<file path="src/rtl/mole_round_controller.sv">
// -----------------------------------------------------------------------------
// mole_round_controller
//
// Game-round sequencer for the whack-a-mole board. It owns all mole display
// timing: a fixed pause between moles, a show window that shrinks as the level
// rises, pseudo-random mole selection, hit/miss scoring and the lives count.
// All timing comes from an internal cycle counter on the system clock; no
// derived clocks are used. It sits between the debounced, edge-detected button
// logic and the LED / 7-segment display drivers.
//
// Parameters
//   NUM_MOLES       mole/button count; the mole is chosen from LFSR[1:0], so 4
//   BASE_PERIOD     show-window length in cycles at level 0
//   STEP            show-window reduction per level, in cycles
//   MIN_PERIOD      show-window floor, in cycles
//   PAUSE_CYCLES    gap between moles, in cycles
//   HITS_PER_LEVEL  hits needed for each level increment
//   LIVES           misses allowed per game (1..3)
//
// Ports
//   clock_i        system clock, all logic on the rising edge
//   reset_n_i      synchronous active-low reset
//   start_i        one-cycle pulse, starts a game from IDLE or GAMEOVER
//   buttons_i      one-cycle press pulses, bit i = mole i
//   mole_o         one-hot lit mole, 0 when none is lit
//   score_o        hit count, saturates at 255
//   level_o        current level, saturates at 15
//   lives_o        remaining lives
//   hit_pulse_o    one-cycle strobe on a counted hit
//   miss_pulse_o   one-cycle strobe on a show-window timeout
//   game_over_o    high while in GAMEOVER
// -----------------------------------------------------------------------------
module mole_round_controller #(
   parameter int NUM_MOLES      = 4,
   parameter int BASE_PERIOD    = 25000000,
   parameter int STEP           = 1000000,
   parameter int MIN_PERIOD     = 5000000,
   parameter int PAUSE_CYCLES   = 12500000,
   parameter int HITS_PER_LEVEL = 4,
   parameter int LIVES          = 3
) (
   input  logic                 clock_i,
   input  logic                 reset_n_i,
   input  logic                 start_i,
   input  logic [NUM_MOLES-1:0] buttons_i,
   output logic [NUM_MOLES-1:0] mole_o,
   output logic [7:0]           score_o,
   output logic [3:0]           level_o,
   output logic [1:0]           lives_o,
   output logic                 hit_pulse_o,
   output logic                 miss_pulse_o,
   output logic                 game_over_o
);

   // Cycle counter width: enough for BASE_PERIOD and PAUSE_CYCLES at 50 MHz.
   localparam int CNT_W = 26;

   typedef enum logic [1:0] {
      S_IDLE,
      S_PAUSE,
      S_SHOW,
      S_OVER
   } state_e;

   // --------------------------------------------------------------------------
   // Helper functions
   // --------------------------------------------------------------------------

   // Show-window length for a level: BASE_PERIOD - level*STEP, clamped at
   // MIN_PERIOD. The comparison is done before the subtraction so the
   // difference can never wrap below zero.
   function automatic logic [CNT_W-1:0] calc_period(input logic [3:0] lvl);
      logic [31:0] red;
      red = 32'(lvl) * 32'(STEP);
      if (red >= 32'(BASE_PERIOD - MIN_PERIOD)) begin
         calc_period = CNT_W'(MIN_PERIOD);
      end else begin
         calc_period = CNT_W'(32'(BASE_PERIOD) - red);
      end
   endfunction

   function automatic logic [7:0] sat_inc_score(input logic [7:0] v);
      sat_inc_score = (v == 8'hFF) ? v : v + 8'd1;
   endfunction

   function automatic logic [3:0] sat_inc_level(input logic [3:0] v);
      sat_inc_level = (v == 4'hF) ? v : v + 4'd1;
   endfunction

   // --------------------------------------------------------------------------
   // State
   // --------------------------------------------------------------------------
   state_e               state_q;
   logic [CNT_W-1:0]     cnt_q;
   logic [CNT_W-1:0]     period_q;   // window length for the current level
   logic [CNT_W-1:0]     win_q;      // window length frozen at SHOW entry
   logic [15:0]          lfsr_q;
   logic [7:0]           score_q;
   logic [7:0]           hits_q;     // hits since last level increment
   logic [3:0]           level_q;
   logic [1:0]           lives_q;
   logic [NUM_MOLES-1:0] mole_q;
   logic                 hit_pulse_q;
   logic                 miss_pulse_q;
   logic                 game_over_q;

   // --------------------------------------------------------------------------
   // Next-state helpers
   // --------------------------------------------------------------------------
   logic [15:0]          lfsr_d;
   logic [CNT_W-1:0]     cnt_d;
   logic [CNT_W-1:0]     period_d;
   logic [NUM_MOLES-1:0] mole_d;
   logic                 hit_d;
   logic                 pause_done_d;
   logic                 timeout_d;
   logic                 level_up_d;

   // Fibonacci LFSR, taps 16,14,13,11: feedback enters at the top while the
   // register shifts toward bit 0.
   assign lfsr_d       = {lfsr_q[0] ^ lfsr_q[2] ^ lfsr_q[3] ^ lfsr_q[5], lfsr_q[15:1]};
   assign cnt_d        = cnt_q + CNT_W'(1);
   assign period_d     = calc_period(level_q);
   assign mole_d       = NUM_MOLES'(1) << lfsr_q[1:0];
   // mole_q is only non-zero in SHOW, so a press can only hit the lit mole;
   // presses on dark positions fall out of the AND.
   assign hit_d        = (state_q == S_SHOW) && |(buttons_i & mole_q);
   assign pause_done_d = (cnt_q == CNT_W'(PAUSE_CYCLES - 1));
   assign timeout_d    = (cnt_q == (win_q - CNT_W'(1)));
   assign level_up_d   = (hits_q == 8'(HITS_PER_LEVEL - 1));

   // --------------------------------------------------------------------------
   // Round sequencer
   // --------------------------------------------------------------------------
   always_ff @(posedge clock_i) begin
      if (!reset_n_i) begin
         state_q      <= S_IDLE;
         cnt_q        <= '0;
         period_q     <= CNT_W'(BASE_PERIOD);
         win_q        <= CNT_W'(BASE_PERIOD);
         lfsr_q       <= 16'hACE1;
         score_q      <= '0;
         hits_q       <= '0;
         level_q      <= '0;
         lives_q      <= 2'(LIVES);
         mole_q       <= '0;
         hit_pulse_q  <= 1'b0;
         miss_pulse_q <= 1'b0;
         game_over_q  <= 1'b0;
      end else begin
         lfsr_q       <= lfsr_d;
         // Level only changes on a hit edge and PAUSE lasts several cycles,
         // so this copy is always current by the time SHOW latches it.
         period_q     <= period_d;
         hit_pulse_q  <= 1'b0;
         miss_pulse_q <= 1'b0;

         case (state_q)
            // Waiting for a game to start; GAMEOVER additionally keeps the
            // final score and level on display until the next start.
            S_IDLE, S_OVER: begin
               cnt_q  <= '0;
               mole_q <= '0;
               if (start_i) begin
                  state_q     <= S_PAUSE;
                  score_q     <= '0;
                  level_q     <= '0;
                  lives_q     <= 2'(LIVES);
                  hits_q      <= '0;
                  game_over_q <= 1'b0;
               end
            end

            S_PAUSE: begin
               mole_q <= '0;
               if (pause_done_d) begin
                  state_q <= S_SHOW;
                  cnt_q   <= '0;
                  mole_q  <= mole_d;
                  win_q   <= period_q;
               end else begin
                  cnt_q <= cnt_d;
               end
            end

            S_SHOW: begin
               // A hit takes priority over a timeout landing on the same edge.
               if (hit_d) begin
                  state_q     <= S_PAUSE;
                  cnt_q       <= '0;
                  mole_q      <= '0;
                  hit_pulse_q <= 1'b1;
                  score_q     <= sat_inc_score(score_q);
                  if (level_up_d) begin
                     hits_q  <= '0;
                     level_q <= sat_inc_level(level_q);
                  end else begin
                     hits_q <= hits_q + 8'd1;
                  end
               end else if (timeout_d) begin
                  cnt_q        <= '0;
                  mole_q       <= '0;
                  miss_pulse_q <= 1'b1;
                  lives_q      <= lives_q - 2'd1;
                  if (lives_q == 2'd1) begin
                     state_q     <= S_OVER;
                     game_over_q <= 1'b1;
                  end else begin
                     state_q <= S_PAUSE;
                  end
               end else begin
                  cnt_q <= cnt_d;
               end
            end

            default: begin
               state_q <= S_IDLE;
               cnt_q   <= '0;
               mole_q  <= '0;
            end
         endcase
      end
   end

   // --------------------------------------------------------------------------
   // Outputs (all driven straight from registers)
   // --------------------------------------------------------------------------
   assign mole_o       = mole_q;
   assign score_o      = score_q;
   assign level_o      = level_q;
   assign lives_o      = lives_q;
   assign hit_pulse_o  = hit_pulse_q;
   assign miss_pulse_o = miss_pulse_q;
   assign game_over_o  = game_over_q;

endmodule

</file>
<file path="config.mk">
export PLATFORM = sky130hd
export DESIGN_NAME = mole_round_controller
export DESIGN_NICKNAME = d
export VERILOG_FILES = /design/src/rtl/mole_round_controller.sv
export SDC_FILE = /design/constraint.sdc
export NUM_CORES = 1
export LEC_CHECK = 0
export CORE_MARGIN = 3
export CORE_UTILIZATION = 40
export CTS_BUF_LIST = sky130_fd_sc_hd__clkbuf_8
export CTS_CLUSTER_SIZE = 30
export DETAILED_ROUTE_END_ITERATION = 12
export PLACE_DENSITY = 0.58
export SLEW_MARGIN = 20
export SYNTH_ARGS = -nofsm -noshare
export SYNTH_HDL_FRONTEND = slang
export SYNTH_SLANG_ARGS = --single-unit
export TNS_END_PERCENT = 100
</file>
<file path="constraint.sdc">
create_clock -name clock_i -period 3.4 [get_ports clock_i]
set_input_delay 0.68 -clock clock_i [delete_from_list [all_inputs] [get_ports clock_i]]
set_output_delay 0.68 -clock clock_i [all_outputs]
set_load 0.03 [all_outputs]
</file>
==> out/qor.txt <==
Status -> finished clean
RePlAce Congestion -> 0.845
Drt via density -> 5.13
Initial Util -> 41.4%
Final nets -> 743
Worst Setup End Kind -> flip-flop
Combinational group share of total power -> 6.6%
Placement Setup Slack -> 0.166 ns
RSZ-0062 raised after global routing -> false
Worst-path clk slew -> 0.11 ns
Die width -> 127 um
Required time of the critical path -> 3.72 ns
Hold Slack -> 0.416 ns
First-pass GRT wire length -> 22.0 mm
Initial antenna violation count -> 0
Clk root buf -> clkbuf_8
CP max-delay cell -> or4_1
Total CTS buffers -> 9
Ports -> 28
Critical path's top delay family -> simple AND/OR/NAND/NOR gates
Worst-margin pin slew -> 0.677 ns
Crit path DAT -> 3.51 ns
Buffers on Ports -> 27
Max frequency -> 0.313 GHz
Worst-skew pair later-pin latency -> 0.39 ns
Site row count -> 43
Total Power -> 2.30 mW
Pre-Repair DR Iteration Count -> 5
Area Overhead vs Synth -> 13.0%
Clock buffer depth -> 2
Final core utilization -> 46.8%
Reg2reg setup slack -> 0.20 ns
VDD IR max -> 0.000249 V
Synth warnings -> 0
CTS sink cnt -> 111
Crit path buf inv count -> 2
# hold bufs at CTS -> 0
H-tree depth -> 3
CP max stage delay -> 0.52 ns
Layout cells sized above 1 -> 7.49%
Final Setup Violations -> 0
DP HPWL -> 9.30 mm
Yosys cell types -> 61
CP Max Fanout -> 6
Total nets after synthesis -> 709
Cells after Synth -> 669
Final WL -> 12.6 mm
CTS tree -> yes
Period utilization -> 94.1%
Fill count -> 1403
Hold Crit Class -> reg -> reg
Ys async rst share -> 0%
Largest net degree at the start of global routing -> 43
GRT Util Overall -> 16.6%
Mapped Area -> 0.00584 mm^2
P_leak -> 2.55 nW
Top FF cell, synth -> dfxtp_1
Post-synth EDFFs -> 0
Psw -> 576 uW
Vias after detailed routing -> 4553
Die H -> 127 um
Number of diodes -> 0
Post-route antenna net violation count -> 0
Sw Share -> 25.0%
Post-synthesis sequential area ratio -> 38.1%
DR DRC count -> 0
Clock Power Share -> 35.4%
Setup TNS -> 0 ns
Final min period -> 3.20 ns
Max-Cap Viols -> 0
Routed length per placed instance -> 14.1 um
Final slew viol count -> 0
Core area -> 0.0141 mm^2
Final hold violations -> 0
Seq pwr share -> 58.0%
First DRT Iteration DRCs -> 273
Syn_area_per_cell -> 8.72 um^2
Crit path cell chain -> inv_1 -> ha_2 -> or3b_1 -> or4_1 -> o211ai_1 -> nand4bb_1 -> a2111o_1 -> buf_4 -> or3_1 -> a41o_1 -> a31oi_1
Critical path class -> reg -> reg
Congestion Overflow GR -> 0
Final Skew -> 0.0109 ns
Die area -> 0.0161 mm^2
Pint -> 1.72 mW
Final setup margin -> 0.202 ns
Seq cells post-synth -> 111
Slew headroom -> 54.4%
Vias in the first global route -> 4557
Power Dens Cells -> 349 mW/mm^2
Startpoint types -> flip-flop
## synthesized netlist by cell type (5+ instances only)
cell / n / area share (%)
and3_1: 14 / 1.5
ha_1: 28 / 6.0
mux2i_1: 5 / 0.86
xor2_1: 38 / 5.7
dfxtp_1: 111 / 38
nor2_1: 61 / 3.9
nor4_1: 7 / 0.75
nand3_1: 28 / 2.4
nand2b_1: 14 / 1.5
fa_1: 5 / 1.7
and2_1: 20 / 2.1
nand2_1: 85 / 5.5
nor4b_1: 5 / 0.75
o21ai_0: 14 / 1.2
a21oi_1: 11 / 0.94
inv_1: 26 / 1.7
and4_1: 6 / 0.90
a21boi_0: 8 / 1.0
o211ai_1: 6 / 0.77
nand4_1: 19 / 2.0
clkbuf_1: 18 / 1.2
a31oi_1: 6 / 0.64
nor3_1: 15 / 1.3
or3_1: 9 / 0.96
xnor2_1: 48 / 7.2
## cell usage in the layout, fill, tap and decap left out, types with 5 or more instances in the layout
cell and instances:
nand2_1 85, or3_1 9, nor4_1 7, o21ai_0 14
a31oi_1 6, and3_1 14, xor2_1 38, nor3_1 15
clkbuf_8 9, inv_1 28, xnor2_1 48, and4_1 6
nor2_1 61, nand4_1 19, ha_1 27, nand2b_1 14
clkdlybuf4s50_1 26, and2_1 20, fa_1 5, a21oi_1 11
buf_4 23, a21boi_0 8, nand3_1 28, mux2i_1 5
dfxtp_1 110, o211ai_1 6
## worst paths after layout
kind,startpoint,to,cells after the start
worst max register to register,win_q[6]$_SDFFE_PN1P_,lives_o[1]$_SDFFE_PN1P_,11
worst min-delay path,lfsr_q[8]$_SDFF_PN0_,lfsr_q[7]$_SDFF_PN1_,1
worst min register to register,lfsr_q[8]$_SDFF_PN0_,lfsr_q[7]$_SDFF_PN1_,1
worst max-delay path,win_q[6]$_SDFFE_PN1P_,lives_o[1]$_SDFFE_PN1P_,11
## flip-flops by register name (all words and copies together), names as in the netlist
signal / flops
cnt_q: 26
period_q: 19
win_q: 19
lfsr_q: 16
hits_q: 8
score_o: 8
level_o: 4
mole_o: 4
lives_o: 2
state_q: 2
game_over_o: 1
hit_pulse_o: 1
miss_pulse_o: 1
## cell type report
cell class / count / area [um^2] / share of cell area, %
clock inverters: 7 / 75.1 / 1.14
flip-flops and latches: 111 / 2230 / 33.8
clock buffers: 9 / 124 / 1.88
inverters: 26 / 97.6 / 1.48
well taps: 180 / 225 / 3.42
multi-input cells: 504 / 3390 / 51.4
repair buffers: 51 / 458 / 6.94
## power by group through the flow
stage | clock network (mW) | registers (mW) | logic (mW)
3_3_place_gp | 0 | 1.36 | 0.148
2_1_floorplan | 0 | 1.36 | 0.112
5_1_grt | 0.898 | 1.34 | 0.176
6_report | 0.815 | 1.33 | 0.153
3_5_place_dp | 0 | 1.36 | 0.152
4_1_cts | 0.857 | 1.33 | 0.153
## what timing repair did
action,CTS,global route
hold endpoints to repair,0,0
endpoints found under the setup margin,0,27
setup buffers,0,1
gates resized for setup,0,4
## metrics by stage
stage	std cells	area, um^2
after floorplan	669	5840
after global placement	871	6370
after detailed placement	871	6370
after CTS	887	6570
after global routing	888	6590
final	888	6590
## layer usage
| metal | GRT usage (%) | share of wire [%] | vias up | wire (um) |
|---|---|---|---|---|
| met4 | 4.73 | 1.8 | 0 | 222 |
| met2 | 26.5 | 46 | 66 | 5810 |
| li1 | - | - | 2347 | - |
| met5 | 0 | 0 | - | 0 |
| met1 | 22.2 | 49 | 2122 | 6120 |
| met3 | 4.13 | 3.2 | 18 | 397 |
## logic make-up after synthesis
kind of cell	share of synthesized area, %
buffers and inverters	4.12
adder cells (fa/ha/maj)	7.72
flip-flops	38.1
XOR/XNOR	13.3
multiplexers	0.858
AND/OR/NAND/NOR	27.5
AO/OA/AOI/OAI	8.47
No activity file was read; power rests on OpenSTA's default activity.
